`src/rtl/ahb_pkg.sv`:
```
// Shared definitions for the two-manager AHB arbiter.
// Holds the HTRANS/HBURST encodings, the arbiter state enum, the manager
// index constants and the burst-length decode function.
package ahb_pkg;

   localparam logic [1:0] HtransIdle   = 2'b00;
   localparam logic [1:0] HtransBusy   = 2'b01;
   localparam logic [1:0] HtransNonseq = 2'b10;
   localparam logic [1:0] HtransSeq    = 2'b11;

   localparam logic [2:0] HburstSingle = 3'b000;
   localparam logic [2:0] HburstIncr4  = 3'b011;
   localparam logic [2:0] HburstIncr8  = 3'b101;
   localparam logic [2:0] HburstIncr16 = 3'b111;

   // Manager indices, also the encoding of the Owner bit
   localparam logic MgrIfu = 1'b0;
   localparam logic MgrLsu = 1'b1;

   typedef enum logic [1:0] {
      StIdle    = 2'd0,
      StContend = 2'd1,
      StResume  = 2'd2
   } arb_state_e;

   // Number of beats in a burst; unsupported encodings count as one beat
   function automatic logic [4:0] burst_len(input logic [2:0] hburst);
      logic [4:0] len;
      case (hburst)
         HburstIncr4:  len = 5'd4;
         HburstIncr8:  len = 5'd8;
         HburstIncr16: len = 5'd16;
         default:      len = 5'd1;
      endcase
      return len;
   endfunction

endpackage

```
`src/rtl/ahb_arbiter_if.sv`:
```
// Bus-side signal bundle of the AHB arbiter.
//   IFUReq/LSUReq      manager requests (HTRANS != IDLE at each controller input)
//   HREADY             subordinate ready
//   HTRANS/HBURST      attributes of the currently selected transaction
//   *Save/*Restore     controls to the controller-input stages
//   *Disable           blocks a controller-input stage from the bus
//   LSUSelect          output mux select, 1 = LSU drives the bus
// Modport slave is the arbiter's view; modport master is the environment's view.
interface ahb_arbiter_if;
   import ahb_pkg::*;

   logic       IFUReq;
   logic       LSUReq;
   logic       HREADY;
   logic [1:0] HTRANS;
   logic [2:0] HBURST;
   logic       IFUSave;
   logic       IFURestore;
   logic       IFUDisable;
   logic       LSUSave;
   logic       LSURestore;
   logic       LSUDisable;
   logic       LSUSelect;

   modport slave (
      input  IFUReq, LSUReq, HREADY, HTRANS, HBURST,
      output IFUSave, IFURestore, IFUDisable, LSUSave, LSURestore, LSUDisable, LSUSelect
   );

   modport master (
      output IFUReq, LSUReq, HREADY, HTRANS, HBURST,
      input  IFUSave, IFURestore, IFUDisable, LSUSave, LSURestore, LSUDisable, LSUSelect
   );

endinterface

```
`src/rtl/ahb_beatcounter.sv`:
```
// Beat counter for the transaction currently on the bus.
//   clk_i, rst_i     clock, asynchronous active-high reset
//   hready_i         subordinate ready
//   htrans_i         HTRANS of the selected transaction
//   hburst_i         HBURST of the selected transaction
//   beat_count_o     beats accepted so far in the current burst
//   final_beat_o     the last beat of the burst is accepted this cycle
module ahb_beatcounter
   import ahb_pkg::*;
(
   input  logic       clk_i,
   input  logic       rst_i,
   input  logic       hready_i,
   input  logic [1:0] htrans_i,
   input  logic [2:0] hburst_i,
   output logic [3:0] beat_count_o,
   output logic       final_beat_o
);

   logic [3:0] beat_count_d, beat_count_q;
   logic [4:0] len;
   logic       beat_accepted;

   always_comb begin
      len           = burst_len(hburst_i);
      beat_accepted = hready_i && (htrans_i != HtransIdle);
      final_beat_o  = beat_accepted && ({1'b0, beat_count_q} == (len - 5'd1));
      beat_count_d  = beat_count_q;
      if (final_beat_o) begin
         beat_count_d = '0;
      end else if (beat_accepted) begin
         beat_count_d = beat_count_q + 4'd1;
      end
   end

   always_ff @(posedge clk_i or posedge rst_i) begin
      if (rst_i) begin
         beat_count_q <= '0;
      end else begin
         beat_count_q <= beat_count_d;
      end
   end

   assign beat_count_o = beat_count_q;

endmodule

```
`src/rtl/ahb_arbiter.sv`:
```
// Two-manager AHB arbiter (IFU = index 0, LSU = index 1).
//   HCLK      bus clock
//   HRESET    asynchronous active-high reset
//   bus       ahb_arbiter_if.slave: requests, HREADY, selected HTRANS/HBURST in;
//             Save/Restore/Disable controls and LSUSelect out
// On contention the loser's pending transaction is saved, the winner runs its
// burst (CONTEND), then ownership passes back and the loser's transaction is
// restored (RESUME). A burst in progress is never interrupted.
// Optional macro AHB_ARB_ROUNDROBIN_EN: contention is resolved by alternating
// against the last owner instead of fixed LSU priority.
module ahb_arbiter
   import ahb_pkg::*;
(
   input logic          HCLK,
   input logic          HRESET,
   ahb_arbiter_if.slave bus
);

   arb_state_e state_d, state_q;
   logic       owner_d, owner_q;
   logic [3:0] beat_count;
   logic       final_beat;
   logic       locked;
   logic       both_req;
   logic       winner;
   logic       lsu_sel;
   logic [1:0] save, restore, dis;

`ifdef AHB_ARB_ROUNDROBIN_EN
   logic last_owner_d, last_owner_q;
`endif

   ahb_beatcounter u_beat (
      .clk_i        (HCLK),
      .rst_i        (HRESET),
      .hready_i     (bus.HREADY),
      .htrans_i     (bus.HTRANS),
      .hburst_i     (bus.HBURST),
      .beat_count_o (beat_count),
      .final_beat_o (final_beat)
   );

   assign locked   = (beat_count != 4'd0);
   assign both_req = bus.IFUReq && bus.LSUReq;

`ifdef AHB_ARB_ROUNDROBIN_EN
   assign winner = both_req ? ~last_owner_q : bus.LSUReq;
`else
   assign winner = bus.LSUReq ? MgrLsu : MgrIfu;
`endif

   always_comb begin
      state_d = state_q;
      owner_d = owner_q;
      lsu_sel = owner_q;
      save    = '0;
      restore = '0;
      dis     = '0;
      case (state_q)
         StIdle: begin
            if (!locked) begin
               lsu_sel = winner;
               if (bus.HREADY) begin
                  owner_d = winner;
               end
               if (both_req) begin
                  dis[~winner] = 1'b1;
                  if (bus.HREADY) begin
                     save[~winner] = 1'b1;
                     state_d       = StContend;
                  end
               end
            end else if (both_req) begin
               // Burst in flight: current owner keeps the bus
               dis[~owner_q] = 1'b1;
            end
         end
         StContend: begin
            dis[~owner_q] = 1'b1;
            if (final_beat) begin
               owner_d = ~owner_q;
               state_d = StResume;
            end
         end
         StResume: begin
            restore[owner_q] = 1'b1;
            dis[~owner_q]    = 1'b1;
            if (bus.HREADY) begin
               state_d = StIdle;
            end
         end
         default: state_d = StIdle;
      endcase
   end

`ifdef AHB_ARB_ROUNDROBIN_EN
   assign last_owner_d = owner_d;

   always_ff @(posedge HCLK or posedge HRESET) begin
      if (HRESET) begin
         last_owner_q <= MgrIfu;
      end else begin
         last_owner_q <= last_owner_d;
      end
   end
`endif

   always_ff @(posedge HCLK or posedge HRESET) begin
      if (HRESET) begin
         state_q <= StIdle;
         owner_q <= MgrIfu;
      end else begin
         state_q <= state_d;
         owner_q <= owner_d;
      end
   end

   assign bus.LSUSelect  = lsu_sel;
   assign bus.IFUSave    = save[MgrIfu];
   assign bus.LSUSave    = save[MgrLsu];
   assign bus.IFURestore = restore[MgrIfu];
   assign bus.LSURestore = restore[MgrLsu];
   assign bus.IFUDisable = dis[MgrIfu];
   assign bus.LSUDisable = dis[MgrLsu];

endmodule

```
`src/flat_wrapper.sv`:
```
// flat-port wrapper written by rule: the top's interface ports become plain ports
module ahb_arbiter_flat import ahb_pkg::*;
  (HCLK, HRESET, bus_IFUReq, bus_LSUReq, bus_HREADY, bus_HTRANS, bus_HBURST, bus_IFUSave, bus_IFURestore, bus_IFUDisable, bus_LSUSave, bus_LSURestore, bus_LSUDisable, bus_LSUSelect);
  ahb_arbiter_if bus_i ();
  input logic HCLK;
  input logic HRESET;
  input wire logic [$bits(bus_i.IFUReq)-1:0] bus_IFUReq;
  input wire logic [$bits(bus_i.LSUReq)-1:0] bus_LSUReq;
  input wire logic [$bits(bus_i.HREADY)-1:0] bus_HREADY;
  input wire logic [$bits(bus_i.HTRANS)-1:0] bus_HTRANS;
  input wire logic [$bits(bus_i.HBURST)-1:0] bus_HBURST;
  output wire logic [$bits(bus_i.IFUSave)-1:0] bus_IFUSave;
  output wire logic [$bits(bus_i.IFURestore)-1:0] bus_IFURestore;
  output wire logic [$bits(bus_i.IFUDisable)-1:0] bus_IFUDisable;
  output wire logic [$bits(bus_i.LSUSave)-1:0] bus_LSUSave;
  output wire logic [$bits(bus_i.LSURestore)-1:0] bus_LSURestore;
  output wire logic [$bits(bus_i.LSUDisable)-1:0] bus_LSUDisable;
  output wire logic [$bits(bus_i.LSUSelect)-1:0] bus_LSUSelect;
  assign bus_i.IFUReq = bus_IFUReq;
  assign bus_i.LSUReq = bus_LSUReq;
  assign bus_i.HREADY = bus_HREADY;
  assign bus_i.HTRANS = bus_HTRANS;
  assign bus_i.HBURST = bus_HBURST;
  assign bus_IFUSave = bus_i.IFUSave;
  assign bus_IFURestore = bus_i.IFURestore;
  assign bus_IFUDisable = bus_i.IFUDisable;
  assign bus_LSUSave = bus_i.LSUSave;
  assign bus_LSURestore = bus_i.LSURestore;
  assign bus_LSUDisable = bus_i.LSUDisable;
  assign bus_LSUSelect = bus_i.LSUSelect;
  ahb_arbiter u_core (.HCLK(HCLK), .HRESET(HRESET), .bus(bus_i));
endmodule
```
`config.mk`:
```
export PLATFORM = sky130hd
export DESIGN_NAME = ahb_arbiter_flat
export DESIGN_NICKNAME = d
export VERILOG_FILES = /design/src/rtl/ahb_pkg.sv /design/src/rtl/ahb_arbiter_if.sv /design/src/rtl/ahb_beatcounter.sv /design/src/rtl/ahb_arbiter.sv /design/src/flat_wrapper.sv
export SDC_FILE = /design/constraint.sdc
export NUM_CORES = 1
export LEC_CHECK = 0
export ABC_AREA = 1
export CORE_UTILIZATION = 40
export CTS_CLUSTER_DIAMETER = 120
export DETAILED_ROUTE_END_ITERATION = 7
export PLACE_DENSITY = 0.76
export SLEW_MARGIN = 20
export SYNTH_ARGS = -nofsm -noshare
export SYNTH_HDL_FRONTEND = slang
export SYNTH_SLANG_ARGS = --single-unit
```
`constraint.sdc`:
```
create_clock -name HCLK -period 2.7 [get_ports HCLK]
set_input_delay 0.54 -clock HCLK [delete_from_list [all_inputs] [get_ports HCLK]]
set_output_delay 0.54 -clock HCLK [all_outputs]
set_load 0.05 [all_outputs]
```
; Word level (Yosys, flattened, before mapping)
; Cells that the tools add are included.
[totals]
wordCells = 69
reg_bits = 7
in_bits = 10
out_inout_bits = 7
[classes]
reduce_logical = 14
magnitude_cmp = 6
add_sub_neg = 2
n_eq_ne = 11
n_bitwise = 2
n_mux = 31
[ops]
columns = op, count
row1 = $mux 2, 13
row2 = $pmux 5 s3, 1
row3 = $mux 1, 9
row4 = $mux 4, 2
row5 = $eq 3x3->1 const B, 2
row6 = $logic_and 1x1->1, 6
row7 = $lt 1x2->1 const B, 3
row8 = $ne 2x2->1 const B, 3
row9 = $pmux 2 s3, 1
row10 = $reduce_bool 2->1, 3
row11 = $eq 4x5->1, 1
row12 = $reduce_and 5->1, 1
row13 = $sub 5x1->5 const B, 1
row14 = $add 4x1->4 const B, 1
row15 = $ne 2x1->1 const B, 2
row16 = $pmux 2 s2, 1
row17 = $reduce_and 4->1, 1
row18 = $reduce_bool 4->1, 1
row19 = $demux 1 s1, 3
row20 = $eq 3x2->1 const B, 1
row21 = $ge 1x1->1 const B, 3
row22 = $eq 2x1->1 const B, 1
row23 = $eq 2x2->1 const B, 1
row24 = $logic_not 2->1, 1
row25 = other kinds (3), 4

; Longest topological paths before layout
; Gate-level depths: netlist (run 1).
[depth]
depth_word = 10
mapped_depth = 11
ltp_nobuf = 11

; By module
; Synthesis (run 1) repeated with hierarchy kept, for this count alone.
[unflattened]
cells_unflattened = 107
area_unflattened_um2 = 710.7
[by_module_without_submodules]
columns = module, instances, area_each_um2, cells_per_inst, seq_area_each_um2
row1 = ahb_arbiter, 1, 402.9, 61, 75.1
row2 = ahb_beatcounter, 1, 307.8, 46, 100.1

; Least setup slack after synthesis (run 1)
; No wires, ideal clock.
[synth_path]
path_kind = flip-flop to output port
startpoint = reg u_core.state_q[0]
endpoint = out bus_IFUSave
stages_incl_launch_ff = 5
t_arrival_ns = 2.376
path_slack_ns = -0.216
n_path_buf = 0
t_required_ns = 2.160
cell_sequence = dfrtp_1 > inv_1 > ha_1 > inv_1 > nor4_1
[synth_via]
elab_chain_len = 2
[synth_rtl]
columns = item, line_no
row1 = start: declaration, ahb_arbiter.sv:19  ; arb_state_e state_d, state_q;
row2 = start signal: assignment, ahb_arbiter.sv:110  ; state_q <= StIdle;
row3 = start signal: assignment, ahb_arbiter.sv:113  ; state_q <= state_d;
row4 = $logic_not 2->1, ahb_arbiter.sv:59  ; case (state_q)
row5 = $mux 2, ahb_arbiter.sv:59
row6 = end: declaration, flat_wrapper.sv:12  ; output wire logic [$bits(bus_i.IFUSave)-1:0] bus_IFUSave;
; Every way passes these cells.

; Worst setup path in the final report (run 1)
[layout_path]
startpoint = reg u_core.state_q[0]
endpoint = out bus_IFURestore
[layout_via]
elab_chain_len = 2
[layout_rtl]
columns = item, line_no
row1 = $eq 2x2->1, ahb_arbiter.sv:59
row2 = $mux 2, ahb_arbiter.sv:59
row3 = end: declaration, flat_wrapper.sv:13  ; output wire logic [$bits(bus_i.IFURestore)-1:0] bus_IFURestore;
; Every way passes these cells.

==> results of run 1 <==
## final cells by class
class / count / share of cell area [%]
clock buffer: 4 / 2.90
tap: 16 / 2.21
sequential: 7 / 19.4
multi-input combinational: 69 / 48.4
inverter: 18 / 7.47
timing repair buffer: 15 / 19.6
## stage by stage
step | setup slack (ns) | instances | instance area [sq um]
after floorplan | 0.354 | 95 | 688
final | 0.289 | 129 | 905
after CTS | 0.269 | 129 | 905
after detailed placement | 0.425 | 125 | 878
after global placement | 0.461 | 125 | 878
after global routing | 0.144 | 129 | 905
## registers in the layout (all words and copies together) (netlist names)
signal                      cells
u_core.state_q                  2
u_core.owner_q                  1
u_core.u_beat.beat_count_o      4
## layer usage
metal  vias to the layer above  routed length, um  share of wire (%)
li1                        337                  -                  -
met5                         -                  0                  0
met4                         0                  0                  0
met1                       269                591                 49
met3                         0                 54                4.4
met2                        12                572                 47
## logic make-up after synthesis
family          share of synthesized area (%)
xor+xnor                                 2.57
mux                                      1.65
fa+ha+maj                                12.8
other cells                             0.550
simple gates                             36.1
buf+inv                                  11.0
flops                                    25.7
compound gates                           9.54
## cell usage after synthesis
cell	n	share of area [%]
conb_1	1	0.55
nor4_1	1	0.92
nand3_1	5	3.7
a21oi_1	6	4.4
buf_4	1	1.1
inv_1	16	8.8
nand4_1	3	2.8
ha_1	7	13
mux2_2	1	1.7
dfrtp_1	7	26
inv_2	2	1.1
o21ai_0	4	2.9
nand3_2	1	1.5
or2_0	1	0.92
nor2_2	1	0.92
xor2_1	2	2.6
nor2_4	1	1.7
nand2_4	3	5.0
nor2_8	1	2.9
nand2_1	23	13
nor2_1	6	3.3
o21bai_1	2	2.2
## where the power goes
group / leakage (nW) / switching [W] / internal (W)
sequential: 0.0897 / 0.0000451 / 0.000149
clock: 0.0150 / 0.0000342 / 0.0000561
combinational: 0.369 / 0.000456 / 0.000275
## how the worst max path moves through the flow
stage	start	end
4_1_cts	u_core.state_q[0]	bus_IFURestore
2_1_floorplan	u_core.state_q[0]	bus_IFUSave
5_1_grt	u_core.state_q[0]	bus_IFURestore
6_report	u_core.state_q[0]	bus_IFURestore
3_5_place_dp	bus_LSUReq	bus_LSUDisable
3_3_place_gp	bus_LSUReq	bus_IFUDisable
==> metrics.md, run 1 <==
| Metric | Value |
|---|---|
| Met1 routing resource usage after global routing | 19.1% |
| Cell family contributing the most delay on the critical path | buffers and inverters |
| Number of CTS-inserted buffers | 3 |
| Critical-path cell list | inv_1 -> ha_1 -> inv_1 -> nor2_1 -> clkdlybuf4s50_1 |
| Detailed-route vias per instance | 4.79 |
| Synthesized cell area | 682 sq um |
| Most used routing layer in global routing | met2 |
| Hold-fix buffers, CTS | 0 |
| WL per Instance | 9.43 um |
| Pin count of the biggest net entering global routing | 8 |
| Most common cell after layout, fill and taps aside | nand2_1 |
| Vias in the first global route | approximately 520 |
| Share of the yosys chip area belonging to registers | 25.7% |
| CP arrival | 1.87 ns |
| Worst hold-check path type | primary input to async pin |
| Flip-flop and latch count after synthesis | 7 |
| Critical path capture point type | primary output |
| Number of cells upsized or downsized after cts | 0 |
| Initial Util | 44.2% |
| Crit start category | flip-flop |
| Final-layout worst hold slack | 0.508 ns |
| Max Fclk | 0.415 GHz |
| Final net count | 131 |
| Maximum number of buffers from clock root to sink | 2 |
| Filler Cell Count | around 140 |
| Number of instances in the synthesized netlist | 95 |
| Worst Path Class, Setup | flip-flop to primary output |
| Final number of setup-violating endpoints | 0 |
| Total half-perimeter wirelength after legalization and detailed placement | between 1000 and 1500 um |
| Antenna Violating Nets Remaining | 0 |
| Cell mode on critical path | inv_1 |
| Area of the die | ~0.0019 sq mm |
| Clk sinks | 7 |
| Synth warn | 0 |
| Depth of the critical timing path with buffers and inverters included | 5 |
| Total power of the final layout | 0.00102 W |
| Combined flip-flop and latch cell area | between 150 and 200 sq um |
| Power density over cell area | 1120 mW/mm^2 |
| Total negative setup slack | 0 ns |
| Total length of routed wires | approximately 1200 um |
| Fin. max-slew vios | 0 |
| Number of buffers and inverters on the critical path | 3 |
| DR vias | 618 |
| Latest clock arrival within the worst-skew pair | about 0.24 ns |
| Die Height | between 40 and 50 um |
| CP Max Fanout | 5 |
| Final core utilization | 58.7% |
| # Post-CTS Setup Buffers | 0 |
| Initial detailed-routing violation count | 17 |
| Routability cong. | 0.767 |
| Slowest stage delay, CP | 0.80 ns |
| Tot GR Track Use | 13.9% |
| Slowest cell on the critical path | clkdlybuf4s50_1 |
| Area Overhead vs Synth | 32.7% |
| TritonCTS clock tree | done |
| Required time of the critical path | 2.16 ns |
| Most frequent cells in the layout | nand2_1, inv_1, clkdlybuf4s50_1 |
| Residual overflow from global routing | 0 |
| Diodes inserted | 0 |
| Syn nets | 112 |
| Core Footprint | 0.00154 sq mm |
| Worst clock skew | around 0.0027 ns |
| Max_cap viols | 0 |
| Run status | finished, final reports clean |
| I/O pin cnt | 17 |
| Cell at the root of the clock tree | clkbuf_4 |
| Cell variety after synth | 22 |
| Met2 capacity usage during global routing | 21.5% |
| Mean Syn Cell Area | 7.18 sq um |
| Count of standard-cell rows | 14 |
| RSZ-0062 raised after global routing | no |
| Flop-to-flop setup slack | approximately 1.1 ns |
| Portion of the clock cycle consumed by the worst path in the final layout | 89.3% |
| Worst voltage drop across the vdd grid | 0.541 mV |
| Destination of the worst register-to-register timing path | u_core.state_q[1] |
| Clock-pin slew on the worst setup and hold paths | 0.05 ns |
| Clock H-tree levels | 1 |
| Total count of hold-check failures in the final report | 0 |
| Number of DRC violations after detailed routing | 0 |
| Global-route wire length before repair | 1990 um |
| Pre-Repair DR Iteration Count | 4 |
| Count of buffers inserted at the top-level ports | 15 |
| Global routing usage on met3 | roughly 1.3% |
| Fraction of final layout cells sized beyond drive strength 1 | approximately 16% |
| Final critical path time including I/O delays and setup | 2.41 ns |
| Footprint of the multi-input gates | 438 sq um |
| Chip Width | 43.3 um |
| Initial antenna violation count | 0 |
| Worst Reg2Reg Path Length in Cells | 8 |
| Reg-to-Reg Start | u_core.state_q[0] |
| Leak | 0.473 nW |
Power figures use the tool's default switching activity.
==> run 2, diff against run 1 <==
Settings changed: TNS_END_PERCENT set to 1.
==> results of run 2 <==
No change in the layout: final DEF, timing and power equal those of run 1.
==> run 3, diff against run 2 <==
Settings changed: SLEW_MARGIN 20 to unset.
==> results of run 3 <==
No change in the layout: final DEF, timing and power equal those of run 1.
